<file path="src/rtl/mips_pkg.sv">
// Shared MIPS encodings: op enum, opcode (OP_*) and funct (OP0_*)
// constants, default load address and word-packing helpers.
package mips_pkg;

    typedef enum logic [4:0] {
        E_ADD  = 5'd0,
        E_SUB  = 5'd1,
        E_AND  = 5'd2,
        E_OR   = 5'd3,
        E_NOR  = 5'd4,
        E_XOR  = 5'd5,
        E_SLT  = 5'd6,
        E_JR   = 5'd7,
        E_ADDM = 5'd8,
        E_ADDI = 5'd9,
        E_ANDI = 5'd10,
        E_ORI  = 5'd11,
        E_XORI = 5'd12,
        E_LUI  = 5'd13,
        E_BEQ  = 5'd14,
        E_BNE  = 5'd15,
        E_J    = 5'd16,
        E_LW   = 5'd17,
        E_LBU  = 5'd18,
        E_SW   = 5'd19,
        E_SB   = 5'd20
    } op_e;

    localparam logic [5:0] OP_RTYPE = 6'h00;
    localparam logic [5:0] OP_J     = 6'h02;
    localparam logic [5:0] OP_BEQ   = 6'h04;
    localparam logic [5:0] OP_BNE   = 6'h05;
    localparam logic [5:0] OP_ADDI  = 6'h08;
    localparam logic [5:0] OP_ANDI  = 6'h0C;
    localparam logic [5:0] OP_ORI   = 6'h0D;
    localparam logic [5:0] OP_XORI  = 6'h0E;
    localparam logic [5:0] OP_LUI   = 6'h0F;
    localparam logic [5:0] OP_LW    = 6'h23;
    localparam logic [5:0] OP_LBU   = 6'h24;
    localparam logic [5:0] OP_SB    = 6'h28;
    localparam logic [5:0] OP_SW    = 6'h2B;

    localparam logic [5:0] OP0_JR   = 6'h08;
    localparam logic [5:0] OP0_ADD  = 6'h20;
    localparam logic [5:0] OP0_SUB  = 6'h22;
    localparam logic [5:0] OP0_AND  = 6'h24;
    localparam logic [5:0] OP0_OR   = 6'h25;
    localparam logic [5:0] OP0_XOR  = 6'h26;
    localparam logic [5:0] OP0_NOR  = 6'h27;
    localparam logic [5:0] OP0_SLT  = 6'h2A;
    localparam logic [5:0] OP0_ADDM = 6'h2C;

    localparam logic [31:0] DEF_BASE_ADDR = 32'h0040_0000;

    function automatic logic [31:0] rtype(
        input logic [4:0] rs,
        input logic [4:0] rt,
        input logic [4:0] rd,
        input logic [5:0] funct
    );
        return {OP_RTYPE, rs, rt, rd, 5'd0, funct};
    endfunction

    function automatic logic [31:0] itype(
        input logic [5:0]  opc,
        input logic [4:0]  rs,
        input logic [4:0]  rt,
        input logic [15:0] imm
    );
        return {opc, rs, rt, imm};
    endfunction

endpackage

</file>
<file path="src/rtl/mips_encode_word.sv">
// Combinational op/field -> 32-bit MIPS word packer with legality flag.
// MIPS_ADDM_EN: when defined, ADDM is legal (R-type funct 2Ch).
module mips_encode_word
    import mips_pkg::*;
(
    input  logic [4:0]  op_i,
    input  logic [4:0]  rs_i,
    input  logic [4:0]  rt_i,
    input  logic [4:0]  rd_i,
    input  logic [15:0] imm_i,
    input  logic [25:0] target_i,
    output logic [31:0] word_o,
    output logic        legal_o
);

    // Select format and code; unused fields are left as zero
    always_comb begin
        word_o  = '0;
        legal_o = 1'b1;
        case (op_i)
            E_ADD:  word_o = rtype(rs_i, rt_i, rd_i, OP0_ADD);
            E_SUB:  word_o = rtype(rs_i, rt_i, rd_i, OP0_SUB);
            E_AND:  word_o = rtype(rs_i, rt_i, rd_i, OP0_AND);
            E_OR:   word_o = rtype(rs_i, rt_i, rd_i, OP0_OR);
            E_NOR:  word_o = rtype(rs_i, rt_i, rd_i, OP0_NOR);
            E_XOR:  word_o = rtype(rs_i, rt_i, rd_i, OP0_XOR);
            E_SLT:  word_o = rtype(rs_i, rt_i, rd_i, OP0_SLT);
            E_JR:   word_o = rtype(rs_i, 5'd0, 5'd0, OP0_JR);
`ifdef MIPS_ADDM_EN
            E_ADDM: word_o = rtype(rs_i, rt_i, rd_i, OP0_ADDM);
`else
            E_ADDM: legal_o = 1'b0;
`endif
            E_ADDI: word_o = itype(OP_ADDI, rs_i, rt_i, imm_i);
            E_ANDI: word_o = itype(OP_ANDI, rs_i, rt_i, imm_i);
            E_ORI:  word_o = itype(OP_ORI, rs_i, rt_i, imm_i);
            E_XORI: word_o = itype(OP_XORI, rs_i, rt_i, imm_i);
            E_LUI:  word_o = itype(OP_LUI, 5'd0, rt_i, imm_i);
            E_BEQ:  word_o = itype(OP_BEQ, rs_i, rt_i, imm_i);
            E_BNE:  word_o = itype(OP_BNE, rs_i, rt_i, imm_i);
            E_J:    word_o = {OP_J, target_i};
            E_LW:   word_o = itype(OP_LW, rs_i, rt_i, imm_i);
            E_LBU:  word_o = itype(OP_LBU, rs_i, rt_i, imm_i);
            E_SW:   word_o = itype(OP_SW, rs_i, rt_i, imm_i);
            E_SB:   word_o = itype(OP_SB, rs_i, rt_i, imm_i);
            default: legal_o = 1'b0;
        endcase
    end

endmodule

</file>
<file path="src/rtl/mips_encode.sv">
// Streaming MIPS encoder: handshake in, word+address out via small FIFO.
// MIPS_ADDM_EN (see mips_encode_word) makes ADDM a legal request.
module mips_encode
    import mips_pkg::*;
#(
    parameter int          DEPTH     = 2,
    parameter logic [31:0] BASE_ADDR = DEF_BASE_ADDR
) (
    input  logic        clock,
    input  logic        reset,
    input  logic        flush,
    input  logic        in_valid,
    output logic        in_ready,
    input  logic [4:0]  in_op,
    input  logic [4:0]  in_rs,
    input  logic [4:0]  in_rt,
    input  logic [4:0]  in_rd,
    input  logic [15:0] in_imm,
    input  logic [25:0] in_target,
    output logic        out_valid,
    input  logic        out_ready,
    output logic [31:0] out_inst,
    output logic [31:0] out_addr,
    output logic        err,
    output logic [7:0]  err_count
);

    localparam int AW = (DEPTH > 1) ? $clog2(DEPTH) : 1;
    localparam int CW = AW + 1;

    logic [31:0]   inst_q [DEPTH];
    logic [31:0]   addr_q [DEPTH];
    logic [AW-1:0] wr_q, wr_d;
    logic [AW-1:0] rd_q, rd_d;
    logic [CW-1:0] cnt_q, cnt_d;
    logic [31:0]   pc_q, pc_d;
    logic          err_q, err_d;
    logic [7:0]    errc_q, errc_d;

    logic [31:0] word;
    logic        legal;
    logic        full;
    logic        take;
    logic        push;
    logic        pop;

    mips_encode_word u_word (
        .op_i     (in_op),
        .rs_i     (in_rs),
        .rt_i     (in_rt),
        .rd_i     (in_rd),
        .imm_i    (in_imm),
        .target_i (in_target),
        .word_o   (word),
        .legal_o  (legal)
    );

    assign full      = (cnt_q == CW'(DEPTH));
    assign in_ready  = reset & ~flush & ~full;
    assign take      = in_valid & in_ready;
    assign push      = take & legal;
    assign out_valid = (cnt_q != '0);
    assign pop       = out_valid & out_ready;
    assign out_inst  = out_valid ? inst_q[rd_q] : 32'd0;
    assign out_addr  = out_valid ? addr_q[rd_q] : 32'd0;
    assign err       = err_q;
    assign err_count = errc_q;

    // Next-state for pointers, occupancy, address counter and error log
    always_comb begin
        wr_d   = wr_q;
        rd_d   = rd_q;
        cnt_d  = cnt_q;
        pc_d   = pc_q;
        err_d  = take & ~legal;
        errc_d = errc_q;
        if (err_d && errc_q != 8'hFF) begin
            errc_d = errc_q + 8'd1;
        end
        if (flush) begin
            wr_d  = '0;
            rd_d  = '0;
            cnt_d = '0;
            pc_d  = BASE_ADDR;
        end else begin
            if (push) begin
                wr_d = wr_q + 1'b1;
                pc_d = pc_q + 32'd4;
            end
            if (pop) begin
                rd_d = rd_q + 1'b1;
            end
            case ({push, pop})
                2'b10:   cnt_d = cnt_q + 1'b1;
                2'b01:   cnt_d = cnt_q - 1'b1;
                default: cnt_d = cnt_q;
            endcase
        end
    end

    // Control state registers
    always_ff @(posedge clock or negedge reset) begin
        if (!reset) begin
            wr_q   <= '0;
            rd_q   <= '0;
            cnt_q  <= '0;
            pc_q   <= BASE_ADDR;
            err_q  <= 1'b0;
            errc_q <= 8'd0;
        end else begin
            wr_q   <= wr_d;
            rd_q   <= rd_d;
            cnt_q  <= cnt_d;
            pc_q   <= pc_d;
            err_q  <= err_d;
            errc_q <= errc_d;
        end
    end

    // FIFO storage: word and its address written together on push
    always_ff @(posedge clock or negedge reset) begin
        if (!reset) begin
            for (int i = 0; i < DEPTH; i++) begin
                inst_q[i] <= 32'd0;
                addr_q[i] <= 32'd0;
            end
        end else if (push) begin
            inst_q[wr_q] <= word;
            addr_q[wr_q] <= pc_q;
        end
    end

endmodule

</file>
<file path="config.mk">
export PLATFORM = sky130hd
export DESIGN_NAME = mips_encode
export DESIGN_NICKNAME = d
export VERILOG_FILES = /design/src/rtl/mips_pkg.sv /design/src/rtl/mips_encode_word.sv /design/src/rtl/mips_encode.sv
export SDC_FILE = /design/constraint.sdc
export NUM_CORES = 1
export LEC_CHECK = 0
export ABC_AREA = 1
export CORE_AREA = 2 2 172 174
export CTS_BUF_LIST = sky130_fd_sc_hd__clkbuf_16
export DETAILED_ROUTE_END_ITERATION = 16
export DIE_AREA = 0 0 174 176
export HOLD_SLACK_MARGIN = 0.05
export PLACE_DENSITY = 0.57
export SLEW_MARGIN = 20
export SYNTH_ARGS = -nofsm -noshare
export SYNTH_HDL_FRONTEND = slang
export SYNTH_SLANG_ARGS = --single-unit
</file>
<file path="constraint.sdc">
create_clock -name clock -period 1.91 [get_ports clock]
set_input_delay 0.2865 -clock clock [delete_from_list [all_inputs] [get_ports clock]]
set_output_delay 0.2865 -clock clock [all_outputs]
set_load 0.02 [all_outputs]
</file>
==> run metrics, run 1 <==
Pint=6.69 mW; Required @ worst endpoint=2.22 ns; RSZ-0062 raised after global routing=true; wirelength, routed=29,900 um; status=finished, violations left; Sw Share=32.5%; WL per Instance=17.2 um; critical path type=reg2reg; syn avg cell area=7.55 um2; Starting Density=29.7%; Gate Count Post-Synth=1,124; Worst setup EP type=register; Post-Syn Area=0.00849 mm2; top cells by area, synth=dfrtp_1 48%, nand2_1 18%, o21ai_0 5.7%; critical path's slowest cell=dfrtp_1; Synth Warn #=0; CTS buffer count=17; top sig layer=met4; Min-Delay Path Class=in2reg; vias in the first global route=8,028; max cap viols=0; Final period util=103%; logic gate share of total power=22.4%; static leakage=5.74 nW; largest area contributor in the netlist=dfrtp_1; clock root cell=clkbuf_16; DRT antenna net count=0; initial antenna violation count=1; GR Overflow Total=0; Seq/Total Area, Yosys=48.7%; Critical Path Source=cnt_q[0]; Placement Setup Slack=-0.520 ns; post-route met1 wirelength=14,000 um; Slew HR=52.2%; Crit path arrival time=2.28 ns; Vias=8,420; number of synthesized register bits=165; Psw=3.23 mW; Antenna Cells=0; first-pass GRT wire length=43,600 um; Total GRT Usage=17.8%; clock-pin slew on the worst setup and hold paths=0.07 ns; CP cell instances=buf_6 -> inv_4 -> a21oi_4 -> buf_6 -> and2_4 -> nand2_8 -> nor2_4 -> buf_6 -> clkinv_8 -> clkbuf_16 -> nand2_2 -> o21ai_1; Iter 0 DRT Violations=639; Hold Startpoint=flush; IO Pins=142; DR vias/cell=4.85; Max VDD drop=0.620 mV; nets=1,408; # H-tree levels=4; Core Rows=62; die area=0.0306 mm2; metal3 WL=1360 um; final hold vios=0; Final WS setup=-0.0596 ns; fin. max-slew vios=0; failing checks=negative setup slack; share of the synthesized area in the top cell type=48.3%; endpoints failing setup=42; drt pass-1 iters=5; clock sink total=165; Pwr Density=760 mW/mm2; layout cells sized above 1=28.6%; crit path launch type=register; P&R area growth vs syn=53.8%; routed wl met2=14,200 um; cell mode on critical path=buf_6; Max Clock Skew=0.0128 ns; Max stage delay on crit path=0.40 ns; die height=176 um; worst slew pin tran=0.707 ns; RePlAce Congestion=0.910; CTS tree=done; R2R Path Start=cnt_q[0]; Peak Freq=508 MHz; sequential power share=43.3%; Die Span X=174 um; largest net degree at the start of global routing=119; crit-path max FO=6; Core ar.=0.0285 mm2; post-layout total power=9.92 mW; synth unique cells=37; CTS Buffer Depth=2; Tmin final=1.97 ns; DRC viols=0; dpl hpwl=18,100 um; I/O Buffers=138; clock share of power=34.2%; clock latency on the worst-skew pair=0.43 ns
## power by group through the flow
stage	logic (mW)	clock network [mW]	registers, mW
after floorplan	0.883	0	4.26
after global placement	1.70	0	4.27
after detailed placement	1.72	0	4.28
after CTS	1.90	3.48	4.23
after global routing	2.44	3.63	4.36
final	2.22	3.40	4.30
## through the flow
| stage | hold WS, ns | instance area (um2) | cells | setup TNS [ns] | util [%] |
|---|---|---|---|---|---|
| final | 0.407 | 13100 | 1736 | -1.19 | 45.7 |
| after global routing | 0.402 | 13100 | 1736 | -9.38 | 45.7 |
| after CTS | 0.474 | 11700 | 1710 | -0.746 | 41.1 |
| after detailed placement | 0.453 | 10900 | 1666 | -62.15 | 38.1 |
| after global placement | 0.448 | 10900 | 1666 | -56.34 | 38.1 |
| after floorplan | -0.00909 | 8500 | 1126 | 0 | - |
## path summary, 6_finish.rpt
| kind | slack, ns | to | cells past startpoint |
|---|---|---|---|
| max in group asynchronous | 0.26 | rd_q | 4 |
| hold reg to reg | 0.48 | inst_q[61] | 2 |
| hold / removal | 0.41 | cnt_q[1] | 5 |
| setup / recovery | -0.06 | addr_q[8] | 12 |
| min in group asynchronous | 0.58 | inst_q[8] | 3 |
| setup reg to reg | -0.06 | addr_q[8] | 12 |
## sequential cells by signal, summed over array words and instances, names as in the netlist
signal / count
cnt_q: 2
inst_q: 62
addr_q: 60
err_count: 8
err: 1
rd_q: 1
wr_q: 1
pc_q: 30
## critical path, delay by kind of cell, from the launching register on
family,cells,cell delay [ns]
buffers and inverters,6,0.73
AND/OR/NAND/NOR,4,0.51
flip-flops,1,0.40
AO/OA/AOI/OAI,2,0.19
## kinds of logic after synthesis
group / share of synthesized area, %
AO/OA/AOI/OAI: 16.1
XOR/XNOR: 1.13
adder cells (fa/ha/maj): 0.295
buffers and inverters: 8.24
flip-flops: 48.7
other: 0.0442
AND/OR/NAND/NOR: 25.5
## layer usage
metal	vias up	track usage [%]
li1	4095	-
met1	4103	24.3
met2	197	29.5
met3	25	3.77
met4	0	2.94
met5	-	0
## layout make-up
class,instances,area [um2]
Clock inverter,15,153
Fill cell,2826,15500
Tap cell,384,480
Timing Repair inverter,1,6.26
Multi-Input combinational cell,802,4500
Sequential cell,165,4130
Clock buffer,17,425
Timing Repair Buffer,254,2960
Inverter,98,404
## cell usage after synthesis, drive strengths merged
cell and instances:
a21oi 75, clkinv 1, o21ai 160, nand3 39, nand4 21, clkbuf 32, ha 2, dfstp 1
conb 1, o22ai 1, inv 97, nand2 397, xnor2 6, xor2 5, nand3b 1, a32oi 1
o311ai 1, a22o 11, a22oi 4, and2 2, dfrtp 164, buf 29, nor2 50, nor3 19
o211ai 4
## placed cells by master (no fill, tap or decap), drive strengths merged, types with 2 or more instances in the layout
cell type / synthesis / layout
nand2: 397 / 397
dfrtp: 164 / 164
buf: 29 / 161
o21ai: 160 / 160
inv: 97 / 106
a21oi: 75 / 75
clkdlybuf4s50: 0 / 67
nor2: 50 / 50
nand3: 39 / 39
clkbuf: 32 / 34
nand4: 21 / 21
nor3: 19 / 19
a22o: 11 / 11
xnor2: 6 / 6
clkinv: 1 / 6
xor2: 5 / 5
dlymetal6s2s: 0 / 5
a22oi: 4 / 4
o211ai: 4 / 4
conb: 1 / 3
clkdlybuf4s15: 0 / 3
clkinvlp: 0 / 2
ha: 2 / 2
and2: 2 / 2
## what timing repair did
action	in CTS	in global routing
hold buffers	1	0
setup endpoints to repair	71	226
pin swaps	5	38
cloned	5	22
resized for setup	391	250
buffers inserted	6	10
endpoints found under the hold margin	47	0
Note: power is estimated with default switching activity, not from simulation.
==> inputs of run 2 (changes only) <==
MAX_ROUTING_LAYER = met4   (was unset)
==> run 2 against run 1 <==
Compared with the run above: the run still ends with negative setup slack left; cell count fell by 0.75%; critical endpoint is now out_inst[27]; clock skew fell by 0.0026 ns; global-route usage fell by 0.17 points; hold slack improved by 0.039 ns; first-iteration DRC count rose by 18%; core utilization fell by 2.9 points; clock-buffer cell count did not move; sequential cell count did not move; register-to-register slack improved by 0.03 ns.
==> run metrics, run 2 (synthesis results as in run 1) <==
Iter 0 DRT Violations=751 (was 639); I/O Buffers=138 (unchanged); # H-tree levels=4 (unchanged); Total GRT Usage=17.6% (was 17.8%); Vias=8,373 (was 8,420); failing checks=negative setup slack (unchanged); Worst setup EP type=output port (was register); setup TNS=-0.197 ns (was -1.19 ns); Top Registers=inst_q (62), addr_q (60), pc_q (30) (unchanged); clock share of power=35.8% (was 34.2%); fin. max-slew vios=0 (unchanged); post-layout total power=9.68 mW (was 9.92 mW); Antenna Cells=0 (unchanged); max FFs per register=62 (unchanged); largest net degree at the start of global routing=59 (was 119); Area after DPL=0.0108 mm2 (was 0.0109 mm2); routing usage on met2=28.2% (was 29.5%); P&R area growth vs syn=44.1% (was 53.8%); worst slew pin tran=0.767 ns (was 0.707 ns); CTS buffer count=17 (unchanged); GRT met1 Usage=23.4% (was 24.3%); Slew HR=48.9% (was 52.2%); Final WS setup=-0.0248 ns (was -0.0596 ns); status=finished, violations left (unchanged); DRT antenna net count=0 (unchanged); Critical Path Source=rd_q (was cnt_q[0]); Finished Core Util=42.9% (was 45.7%); GR Overflow Total=0 (unchanged); RePlAce Congestion=0.902 (was 0.910); R2R Setup Slk=-0.02 ns (was -0.06 ns); Die Span X=174 um (unchanged); Max VDD drop=0.429 mV (was 0.620 mV); clock-pin slew on the worst setup and hold paths=0.07 ns (about the same); vias in the first global route=7,924 (was 8,028); Min-Delay Path Class=in2reg (unchanged); CTS tree=done (unchanged); clock latency on the worst-skew pair=0.43 ns (about the same); Max Clock Skew=0.0102 ns (was 0.0128 ns); die area=0.0306 mm2 (unchanged); endpoints failing setup=18 (was 42); Psw=2.99 mW (was 3.23 mW); CTS Buffer Depth=2 (unchanged); Hold Startpoint=flush (unchanged); Final period util=101% (was 103%); Tmin final=1.93 ns (was 1.97 ns); dpl hpwl=18,300 um (was 18,100 um); sequential power share=43.9% (was 43.3%); commonest non-fill, non-tap cells in the layout=370 x nand2_1, 163 x dfrtp_1, 89 x inv_1 (was 353 x nand2_1, 163 x dfrtp_1, 87 x inv_1); initial antenna violation count=0 (was 1); most common cell after layout, fill and taps aside=nand2_1 (unchanged); clock sink total=165 (unchanged); max cap viols=0 (unchanged); Pint=6.69 mW (about the same); IO Pins=142 (unchanged); layout cells sized above 1=23.2% (was 28.6%); Placed Cells=1,663 (was 1,666); most used routing layer=met2 (unchanged); Final Non-Filler Cells=1,723 (was 1,736); met3 Usage GRT=3.17% (was 3.77%); DRC viols=0 (unchanged); drt pass-1 iters=5 (unchanged); Core ar.=0.0285 mm2 (unchanged); wirelength, routed=28,800 um (was 29,900 um); nets=1,395 (was 1,408); first-pass GRT wire length=42,100 um (was 43,600 um); RSZ-0062 raised after global routing=true (unchanged); register with the most flip-flops=inst_q (unchanged); crit-path max FO=12 (was 6); Starting Density=29.7% (unchanged); logic gate share of total power=20.3% (was 22.4%); Sw Share=30.9% (was 32.5%); R2R Path Start=cnt_q[1] (was cnt_q[0]); Pwr Density=791 mW/mm2 (was 760 mW/mm2); Core Rows=62 (unchanged); clock root cell=clkbuf_16 (unchanged); critical path type=reg2out (was reg2reg); Required @ worst endpoint=1.62 ns (was 2.22 ns); Peak Freq=517 MHz (was 508 MHz); crit path launch type=register (unchanged); DR vias/cell=4.86 (was 4.85); WL per Instance=16.7 um (was 17.2 um); die height=176 um (unchanged); Crit path arrival time=1.65 ns (was 2.28 ns); final hold vios=0 (unchanged); design area=0.0122 mm2 (was 0.0131 mm2); static leakage=5.59 nW (was 5.74 nW)
-- run 2: routing by layer --
metal	up-vias	share of wire, %
met2	228	47
met5	-	0
li1	4060	-
met3	27	5.3
met1	4058	46
met4	0	1.3
-- run 2: final cells by class --
class	instances	area, um2
clock buffer	17	425
clock inverter	15	164
fill	2900	16300
inverter	98	387
multi-input combinational	802	4050
sequential	165	4130
tap	384	480
timing repair buffer	242	2590
-- run 2: power by group through the flow --
stage / clock (mW) / combinational, mW / sequential, mW
4_1_cts: 3.55 / 1.70 / 4.22
2_1_floorplan: 0 / 0.883 / 4.26
3_5_place_dp: 0 / 1.69 / 4.29
3_3_place_gp: 0 / 1.66 / 4.27
5_1_grt: 3.70 / 2.18 / 4.31
6_report: 3.47 / 1.97 / 4.25
-- run 2: critical path, cell delays in order, from the launching register on --
cell     delay (ns)
dfrtp_2        0.44
buf_8          0.17
buf_12         0.15
o21ai_1        0.07
a21oi_1        0.20
buf_4          0.19
-- run 2: final timing paths --
kind	to	depth (start not counted)
worst max-delay path	out_inst[27]	5
worst min-delay path	pc_q[22]	4
worst max register to register	inst_q[16]	10
worst min register to register	inst_q[34]	2
max in group asynchronous	addr_q[57]	5
min in group asynchronous	inst_q[40]	4
-- run 2: per-stage QoR --
| stage | hold slack, ns | worst slack, ns |
|---|---|---|
| after floorplan | -0.00909 | 0.0569 |
| after global placement | 0.234 | -0.496 |
| after detailed placement | 0.230 | -0.530 |
| after CTS | 0.351 | -0.164 |
| after global routing | 0.467 | -0.0967 |
| final | 0.445 | -0.0248 |
-- run 2: what timing repair did --
item / CTS / global route
buffers inserted: 1 / 6
pin swaps: 2 / 7
hold buffers: 1 / 1
endpoints found under the setup margin: 121 / 210
hold endpoints to repair: 6 / 6
gates cloned: 0 / 20
gates resized for setup: 271 / 209
==> inputs of run 3 (changes only) <==
MAX_ROUTING_LAYER = unset   (was met4)
==> results of run 3 <==
No change in the layout: final DEF, timing and power equal those of run 1.
